$ cat config.mk
export PLATFORM = sky130hd
export DESIGN_NAME = trm_ctrl_fsm
export DESIGN_NICKNAME = d
export VERILOG_FILES = /design/src/rtl/trm_ctrl_fsm.sv
export SDC_FILE = /design/constraint.sdc
export NUM_CORES = 1
export LEC_CHECK = 0
export ABC_AREA = 1
export CAP_MARGIN = 20
export CELL_PAD_IN_SITES_DETAIL_PLACEMENT = 2
export CELL_PAD_IN_SITES_GLOBAL_PLACEMENT = 2
export CORE_MARGIN = 8
export CORE_UTILIZATION = 37
export DETAILED_ROUTE_END_ITERATION = 8
export DONT_BUFFER_PORTS = 1
export GPL_ROUTABILITY_DRIVEN = 1
export PLACE_DENSITY_LB_ADDON = 0.1
export SLEW_MARGIN = 10
export SYNTH_ARGS = -nofsm -noshare
export SYNTH_HDL_FRONTEND = slang
export SYNTH_SLANG_ARGS = --single-unit
$ cat constraint.sdc
create_clock -name clk -period 4.7 [get_ports clk]
set_input_delay 1.175 -clock clk [delete_from_list [all_inputs] [get_ports clk]]
set_output_delay 1.175 -clock clk [all_outputs]
set_load 0.02 [all_outputs]
$ cat src/rtl/trm_ctrl_fsm.sv
// rtl/trm_ctrl_fsm.sv - TRM multi-cycle control sequencer
// Fetch/decode/execute/memory/writeback FSM driving PC, IR, ALU, RF and memory-port controls.
module trm_ctrl_fsm #(
  parameter int CNT_W = 32
) (
  input  logic             clk,
  input  logic             rst_n,
  input  logic             run,
  input  logic [15:0]      instr,
  input  logic             mem_gnt,
  input  logic             mem_rvalid,
  input  logic             cond_true,
  output logic             mem_req,
  output logic             mem_we,
  output logic             mem_byte,
  output logic             addr_sel,
  output logic             ld_signed,
  output logic             ir_load,
  output logic             addr_load,
  output logic             pc_en,
  output logic             pc_sel,
  output logic [2:0]       alu_cls,
  output logic [3:0]       alu_fn,
  output logic             alu_imm,
  output logic             rf_we,
  output logic             wb_sel,
  output logic             halted,
  output logic             illegal,
  output logic [CNT_W-1:0] retired
);

  localparam logic [2:0] OP_ALU  = 3'b000;
  localparam logic [2:0] OP_SHF  = 3'b001;
  localparam logic [2:0] OP_LDST = 3'b010;
  localparam logic [2:0] OP_BR   = 3'b100;
  localparam logic [2:0] OP_TST  = 3'b101;
  localparam logic [2:0] OP_SYS  = 3'b111;

  typedef enum logic [3:0] {
    S_FETCH  = 4'd0,
    S_FWAIT  = 4'd1,
    S_DECODE = 4'd2,
    S_EXEC   = 4'd3,
    S_WB     = 4'd4,
    S_MEM    = 4'd5,
    S_MWAIT  = 4'd6,
    S_HALT   = 4'd7,
    S_TRAP   = 4'd8
  } state_t;

  state_t     state;
  logic [2:0] op_q;
  logic [3:0] fn_q;
  logic       i_q;
  logic [3:0] ra_q;

  logic [2:0] d_op;
  logic [3:0] d_fn;
  logic       legal;
  logic       is_hlt;
  logic       is_ldst;
  logic       is_branch;
  logic       is_store;
  logic       ra_nz;
  logic       unused_rb;

  assign d_op      = instr[15:13];
  assign d_fn      = instr[12:9];
  assign unused_rb = ^instr[3:0];
  assign is_hlt    = (d_op == OP_SYS) && (d_fn == 4'b1100);
  assign is_ldst   = (op_q == OP_LDST);
  assign is_branch = (op_q == OP_BR);
  assign is_store  = fn_q[2];
  assign ra_nz     = (ra_q != 4'd0);

  always_comb begin
    legal = 1'b0;
    case (d_op)
      OP_ALU:        legal = d_fn inside {4'b0000, 4'b0010, 4'b0011, 4'b0100, 4'b0101};
      OP_SHF:        legal = d_fn inside {4'b1000, 4'b1010, 4'b1011};
      OP_LDST:       legal = d_fn inside {4'b0000, 4'b0010, 4'b0011, 4'b0100, 4'b0110};
      OP_BR, OP_TST: legal = d_fn inside {4'b0000, 4'b0001, 4'b0100, 4'b0101, 4'b1000, 4'b1001};
      OP_SYS:        legal = is_hlt;
      default:       legal = 1'b0;
    endcase
  end

  // Controls are state decodes; only the handshake-dependent ones look at inputs.
  always_comb begin
    mem_req   = 1'b0;
    mem_we    = 1'b0;
    mem_byte  = 1'b0;
    addr_sel  = 1'b0;
    ld_signed = 1'b0;
    ir_load   = 1'b0;
    addr_load = 1'b0;
    pc_en     = 1'b0;
    pc_sel    = 1'b0;
    alu_cls   = 3'b000;
    alu_fn    = 4'b0000;
    alu_imm   = 1'b0;
    rf_we     = 1'b0;
    wb_sel    = 1'b0;
    case (state)
      S_FETCH: mem_req = run;
      S_FWAIT: ir_load = mem_rvalid;
      S_EXEC: begin
        if (is_ldst) begin
          alu_fn    = 4'b0100;
          alu_imm   = i_q;
          addr_load = 1'b1;
        end else if (is_branch) begin
          pc_en  = 1'b1;
          pc_sel = cond_true;
        end else begin
          alu_cls = op_q;
          alu_fn  = fn_q;
          alu_imm = i_q;
        end
      end
      S_WB: begin
        alu_cls = op_q;
        alu_fn  = fn_q;
        alu_imm = i_q;
        rf_we   = ra_nz;
        pc_en   = 1'b1;
      end
      S_MEM: begin
        mem_req   = 1'b1;
        addr_sel  = 1'b1;
        mem_we    = is_store;
        mem_byte  = fn_q[1];
        ld_signed = (fn_q == 4'b0010);
        pc_en     = mem_gnt && is_store;
      end
      S_MWAIT: begin
        // Sign-extension select stays valid while the load data returns.
        ld_signed = (fn_q == 4'b0010);
        rf_we     = mem_rvalid && ra_nz;
        wb_sel    = mem_rvalid;
        pc_en     = mem_rvalid;
      end
      default: ;
    endcase
  end

  always_ff @(posedge clk or negedge rst_n) begin
    if (!rst_n) begin
      state   <= S_FETCH;
      op_q    <= 3'b000;
      fn_q    <= 4'b0000;
      i_q     <= 1'b0;
      ra_q    <= 4'd0;
      halted  <= 1'b0;
      illegal <= 1'b0;
      retired <= '0;
    end else begin
      // Every retiring cycle is exactly a cycle that advances the PC.
      if (pc_en) retired <= retired + CNT_W'(1);
      case (state)
        S_FETCH:  if (run && mem_gnt) state <= S_FWAIT;
        S_FWAIT:  if (mem_rvalid) state <= S_DECODE;
        S_DECODE: begin
          op_q <= d_op;
          fn_q <= d_fn;
          i_q  <= instr[8];
          ra_q <= instr[7:4];
          if (!legal) begin
            state   <= S_TRAP;
            halted  <= 1'b1;
            illegal <= 1'b1;
          end else if (is_hlt) begin
            state  <= S_HALT;
            halted <= 1'b1;
          end else begin
            state <= S_EXEC;
          end
        end
        S_EXEC: begin
          if (is_ldst)        state <= S_MEM;
          else if (is_branch) state <= S_FETCH;
          else                state <= S_WB;
        end
        S_WB:    state <= S_FETCH;
        S_MEM:   if (mem_gnt) state <= is_store ? S_FETCH : S_MWAIT;
        S_MWAIT: if (mem_rvalid) state <= S_FETCH;
        S_HALT:  state <= S_HALT;
        S_TRAP:  state <= S_TRAP;
        default: state <= S_FETCH;
      endcase
    end
  end

endmodule

==> results of run 1 <==
==> per-layer routing <==
metal / up-vias / GRT usage
li1: 1442 / -
met1: 1479 / 0.190
met2: 57 / 0.345
met3: 13 / 0.0485
met4: 0 / 0.0569
met5: - / 0
==> worst max-delay path by stage <==
stage	startpoint	to	slack (ns)	cells after the start
CTS	mem_rvalid	pc_en	1.47	4
global route	state[3]	alu_fn[2]	1.29	7
global placement	mem_rvalid	pc_en	1.47	4
floorplan	mem_rvalid	ir_load	1.59	2
finish	mem_rvalid	pc_en	1.50	4
detailed placement	mem_rvalid	pc_en	1.47	4
==> registers in the layout (all words and copies together), names as in the netlist <==
name	count
retired	32
fn_q	4
ra_q	4
state	4
op_q	3
halted	1
i_q	1
illegal	1
==> power by group through the flow <==
stage	registers (W)	logic, W	clock network, W
after global placement	0.000632	0.000391	0
after floorplan	0.000607	0.000344	0
after detailed placement	0.000635	0.000410	0
after CTS	0.000628	0.000413	0.000330
final	0.000626	0.000405	0.000316
after global routing	0.000637	0.000461	0.000344
==> logic make-up (layout without fill, tap and decap cells) <==
group,Yosys count,count (layout),synth area share
AO/OA/AOI/OAI,18,18,0.0307
XOR/XNOR,16,16,0.0505
adder cells (fa/ha/maj),1,1,0.00389
buffers and inverters,71,72,0.0953
flip-flops,50,50,0.389
AND/OR/NAND/NOR,313,313,0.431
==> through the flow <==
stage	util	setup WS (ns)	hold slack, ns	power [W]	area, um2
after floorplan	-	1.59	0.449	0.000951	3220
after global placement	0.382	1.47	0.462	0.00102	3290
after detailed placement	0.382	1.47	0.478	0.00104	3290
after CTS	0.395	1.47	0.504	0.00137	3400
after global routing	0.395	1.29	0.517	0.00144	3400
final	0.395	1.50	0.500	0.00135	3400
==> area by class of cell <==
class	instances	area, um2
fill	1092	5200
clock inverter	2	37.5
inverter	64	240
sequential	50	1250
clock buffer	6	72.6
multi-input combinational	348	1660
tap	108	135
==> synthesized netlist by cell type (all sizes together) (2+ instances only) <==
master	instances	area, um2
nor3	11	70.1
nor2	67	294
nand4	15	93.8
inv	64	240
xnor2	7	83.8
xor2	9	78.8
nand3	20	113
o21ai	13	65.1
nor4	2	12.5
nand2	190	746
or2	2	12.5
nand3b	5	37.5
dfrtp	50	1250
buf	6	62.6
==> worst reg2reg max path, stage by stage (launching register included) <==
cell and delay [ns]:
dfrtp_1 0.42, inv_1 0.11, nor2_4 0.12, nand2_2 0.14, nor2_4 0.21, nand2_2 0.11
nand3_4 0.48, inv_2 0.25, nand2_1 0.13, nand2_1 0.07
==> cell usage in the layout (no fill, tap or decap), drive strengths merged, types with 2 or more instances in the layout <==
| cell | Yosys | layout |
|---|---|---|
| nand4 | 15 | 15 |
| nor2 | 67 | 67 |
| or2 | 2 | 2 |
| clkbuf | 1 | 6 |
| o21ai | 13 | 13 |
| nand2 | 190 | 190 |
| dfrtp | 50 | 50 |
| nand3 | 20 | 20 |
| nor4 | 2 | 2 |
| inv | 64 | 64 |
| xnor2 | 7 | 7 |
| nand3b | 5 | 5 |
| xor2 | 9 | 9 |
| nor3 | 11 | 11 |
==> flow_summary.ini, run 1 <==
[cts]
cts_buffer_depth = 2
cts.sinks = 50
cts-root-buf = clkbuf_8
cts_buffers = 5
ctsResizeCount = 0
cts_tree = done
clk_pin_slew_ns = 0.10
holdBufCountCts = 0
post_cts_buffers = 0
htreeDepth = 2
insertion_delay_ns = 0.31

[logic_synthesis]
synthCells = 469
synth_seq_cells = 50
syn_nets = 492
netlist_area_um2 = 3220
ys.warnings.count = 0
ys_seq_area_frac = 0.389
synth_cell_types = 33
synth-edff-count = 0
synthFlopType = dfrtp_1
syn_area_per_cell_um2 = 6.86
async_reset_ff_frac = 1.00

[place]
dp_hpwl_um = 8150
place_inst = 570
portBuffers = 0
gp_congestion = 0.768

[setup_path]
worstSetupPathType = in -> out
r2r_slack_ns = 2.55
r2r-end = retired[16]
path_common_cell = nor2_4
crit_chain = inv_1 -> nor2_4 -> nor2_4 -> nand3_4
crit_path_max_incr_delay_ns = 0.49
cp_data_arrival_time_ns = 2.03
end_kind = output port
r2r_start = state[2]
path_delay_family = simple AND/OR/NAND/NOR gates
critPathMaxFanout = 42
path_buf_inv = 1
crit_required_ns = 3.52
r2r_cells = 9
crit_path_top_delay_cell = nand3_4
cp-start-kind = input pin

[route]
met1_length_um = 4130
wl_per_cell_um = 17.8
met2_length_um = 5360
drt_iter0_markers = 96
drtPass1Iterations = 4
vias_per_cell = 5.17
drt_wl_total_um = 10300
dr_total_vias = 2991
drc = 0
postRouteAntennaNets = 0
top_layer_used = met4
route.met3.wl_um = 599

[timing]
rsz0062_at_grt = no
min_period_ns = 3.20
hold_viol_final = 0
max_freq_ghz = 0.312
fin_skew_ns = 0.00406
slew_viol_final = 0
setup_violations = 0
finalCritPeriodShare = 0.681
worst_pin_slew_ns = 0.876
finalSetupTns_ns = 0
slew_headroom = 0.411

[hold_path]
hold_path_class = reg -> reg
hold_end = ra_q[0]
hp-start = ra_q[0]
whs_path_depth = 2

[final_layout]
final_nets = 492
n_antenna_cell = 0
instances_no_fill = 578
area_growth_syn_to_layout_pct = 5.56
drive_above_1_share = 0.0830

[pwr]
switching_power_w = 0.000556
p_seq_frac = 0.465
pwr_density_cell_nw_per_um2 = 396
p_clk_frac = 0.235
leakagePower_nw = 1.69
irDropWorstVdd_mv = 0.165
sw_frac_of_total = 0.413
intPower_w = 0.000790
pwr-share-comb = 0.301

[grt]
grt_pass1_vias = 3457
grt_pass1_wl_um = 17000
grt_max_degree = 51
grt_usage = 0.182
grt-ovfl-total = 0
antenna_found_initial = 0

[die]
start_util = 0.374
core_um2 = 8590
pin_count = 75
die_h_um = 109
dieArea_um2 = 11900
rows = 34
die_w_um = 109

[status]
outcome = complete, no violations

[run]
maxCapViolCount = 0
Note: power is estimated with default switching activity, not from simulation.
==> inputs of run 2 (changes only) <==
--- a/config.mk
+++ b/config.mk
@@ -10,7 +10,7 @@
 export CELL_PAD_IN_SITES_DETAIL_PLACEMENT = 2
 export CELL_PAD_IN_SITES_GLOBAL_PLACEMENT = 2
 export CORE_MARGIN = 8
-export CORE_UTILIZATION = 37
+export CORE_UTILIZATION = 34
 export DETAILED_ROUTE_END_ITERATION = 8
 export DONT_BUFFER_PORTS = 1
 export GPL_ROUTABILITY_DRIVEN = 1
==> constraint.sdc (replaced) <==
create_clock -name clk -period 3.2 [get_ports clk]
set_input_delay 0.8 -clock clk [delete_from_list [all_inputs] [get_ports clk]]
set_output_delay 0.8 -clock clk [all_outputs]
set_load 0.02 [all_outputs]
==> flow_summary.ini, run 2 (synthesis gave the netlist of run 1 again) <==
[timing]
setup_violations = 0
hold_viol_final = 0
worst_pin_slew_ns = 0.594
slew_headroom = 0.603
max_freq_ghz = 0.356
min_period_ns = 2.81
finalSetupTns_ns = 0
finalCritPeriodShare = 0.878
rsz0062_at_grt = no
slew_viol_final = 0
fin_skew_ns = 0.00712

[cts]
cts_buffer_depth = 2
htreeDepth = 2
cts_buffers = 5
clk_pin_slew_ns = 0.09
post_cts_buffers = 0
cts-root-buf = clkbuf_8
ctsResizeCount = 0
cts_tree = done
cts.sinks = 50
insertion_delay_ns = 0.30
holdBufCountCts = 0

[pwr]
irDropWorstVdd_mv = 0.246
leakagePower_nw = 1.71
pwr-share-comb = 0.307
p_clk_frac = 0.229
p_seq_frac = 0.464
intPower_w = 0.00117
switching_power_w = 0.000806
sw_frac_of_total = 0.407
pwr_density_cell_nw_per_um2 = 579

[die]
pin_count = 75
dieArea_um2 = 12800
rows = 35
die_h_um = 113
die_w_um = 113
core_um2 = 9200
start_util = 0.350

[run]
maxCapViolCount = 0

[final_layout]
largest_register_ffs = 32
final_nets = 495
multi_input_area_um2 = 1660
instances_no_fill = 584
drive_above_1_share = 0.0867
seqCellArea_um2 = 1250
final_common_cell = nand2_1
area_growth_syn_to_layout_pct = 6.26
regMostFlops = retired
n_antenna_cell = 0
mostFrequentLayoutCells = 177 x nand2_1, 60 x inv_1, 60 x nor2_1
fillers = 1151

[grt]
grt_pass1_wl_um = 17300
grt-ovfl-total = 0
antenna_found_initial = 0
grt_usage = 0.167
grt_pass1_vias = 3418
grt_max_degree = 51

[route]
drtPass1Iterations = 4
drt_iter0_markers = 71
dr_total_vias = 2965
postRouteAntennaNets = 0
drt_wl_total_um = 10100
wl_per_cell_um = 17.3
vias_per_cell = 5.08
drc = 0

[setup_path]
r2r_slack_ns = 1.06
cp-start-kind = flop
crit_required_ns = 2.40
r2r_cells = 9
crit_path_end = alu_fn[2]
crit_start = state[0]
end_kind = output port
worstSetupPathType = reg -> out
critPathMaxFanout = 6
cp_data_arrival_time_ns = 2.01
r2r-end = retired[5]
r2r_start = state[0]

[hold_path]
hold_path_class = in -> async

[place]
place_inst = 576
dp_hpwl_um = 8160
gp_congestion = 0.795
portBuffers = 0

[status]
outcome = complete, no violations
==> run 2: cell count changes in the layout (fill, tap and decap cells not counted), sizes merged <==
| cell | previous run | this run |
|---|---|---|
| buf | 0 | 3 |
| clkbuf | 6 | 7 |
| clkinvlp | 1 | 0 |
==> run 2: cell type report <==
cell class / count / area share
Timing Repair Buffer: 3 / 0.00659
Sequential cell: 50 / 0.366
Clock inverter: 1 / 0.00878
Tap cell: 111 / 0.0406
Multi-Input combinational cell: 348 / 0.486
Inverter: 64 / 0.0703
Clock buffer: 7 / 0.0223
==> run 2: power by group through the flow <==
| stage | Sequential (W) | Combinational [W] | Clock [W] |
|---|---|---|---|
| detailed placement | 0.000933 | 0.000621 | 0 |
| global placement | 0.000926 | 0.000595 | 0 |
| global route | 0.000939 | 0.000701 | 0.000498 |
| finish | 0.000919 | 0.000608 | 0.000453 |
| CTS | 0.000921 | 0.000625 | 0.000475 |
| floorplan | 0.000892 | 0.000505 | 0 |
==> run 2: how the worst min path moves through the flow <==
stage                        from    endpoint  cells past startpoint
after floorplan           ra_q[1]     ra_q[1]                      2
after global placement    ra_q[0]     ra_q[0]                      2
after detailed placement  ra_q[2]     ra_q[2]                      2
after CTS                   rst_n     ra_q[2]                      0
after global routing        rst_n  retired[9]                      0
final                       rst_n  retired[9]                      0
==> run 2: metal layers <==
layer / vias up / wire length (um) / track usage
li1: 1447 / - / -
met1: 1450 / 4170 / 0.182
met2: 59 / 5340 / 0.320
met3: 9 / 478 / 0.0367
met4: 0 / 119 / 0.0382
met5: - / 0 / 0
==> run 2: stage by stage <==
stage	hold WS [ns]	power [W]	utilization	area [um2]	setup slack [ns]
floorplan	0.449	0.00140	-	3220	0.840
global placement	0.464	0.00152	0.360	3310	0.742
detailed placement	0.484	0.00155	0.360	3310	0.707
CTS	0.166	0.00202	0.372	3420	0.353
global route	0.158	0.00214	0.372	3420	0.222
finish	0.179	0.00198	0.372	3420	0.390
==> run 2: critical path, cell delays in order, from the launching register on <==
cell and delay, ns:
dfrtp_1 0.45, inv_2 0.13, nand2_1 0.11, nor2_1 0.29, inv_1 0.10, o21ai_0 0.12, inv_1 0.11, o22ai_1 0.40
==> inputs of run 3 (changes only) <==
--- a/config.mk
+++ b/config.mk
@@ -6,7 +6,6 @@
 export NUM_CORES = 1
 export LEC_CHECK = 0
 export ABC_AREA = 1
-export CAP_MARGIN = 20
 export CELL_PAD_IN_SITES_DETAIL_PLACEMENT = 2
 export CELL_PAD_IN_SITES_GLOBAL_PLACEMENT = 2
 export CORE_MARGIN = 8
==> results of run 3 <==
Same layout as run 2: the final DEF is identical, and so are final timing and power.
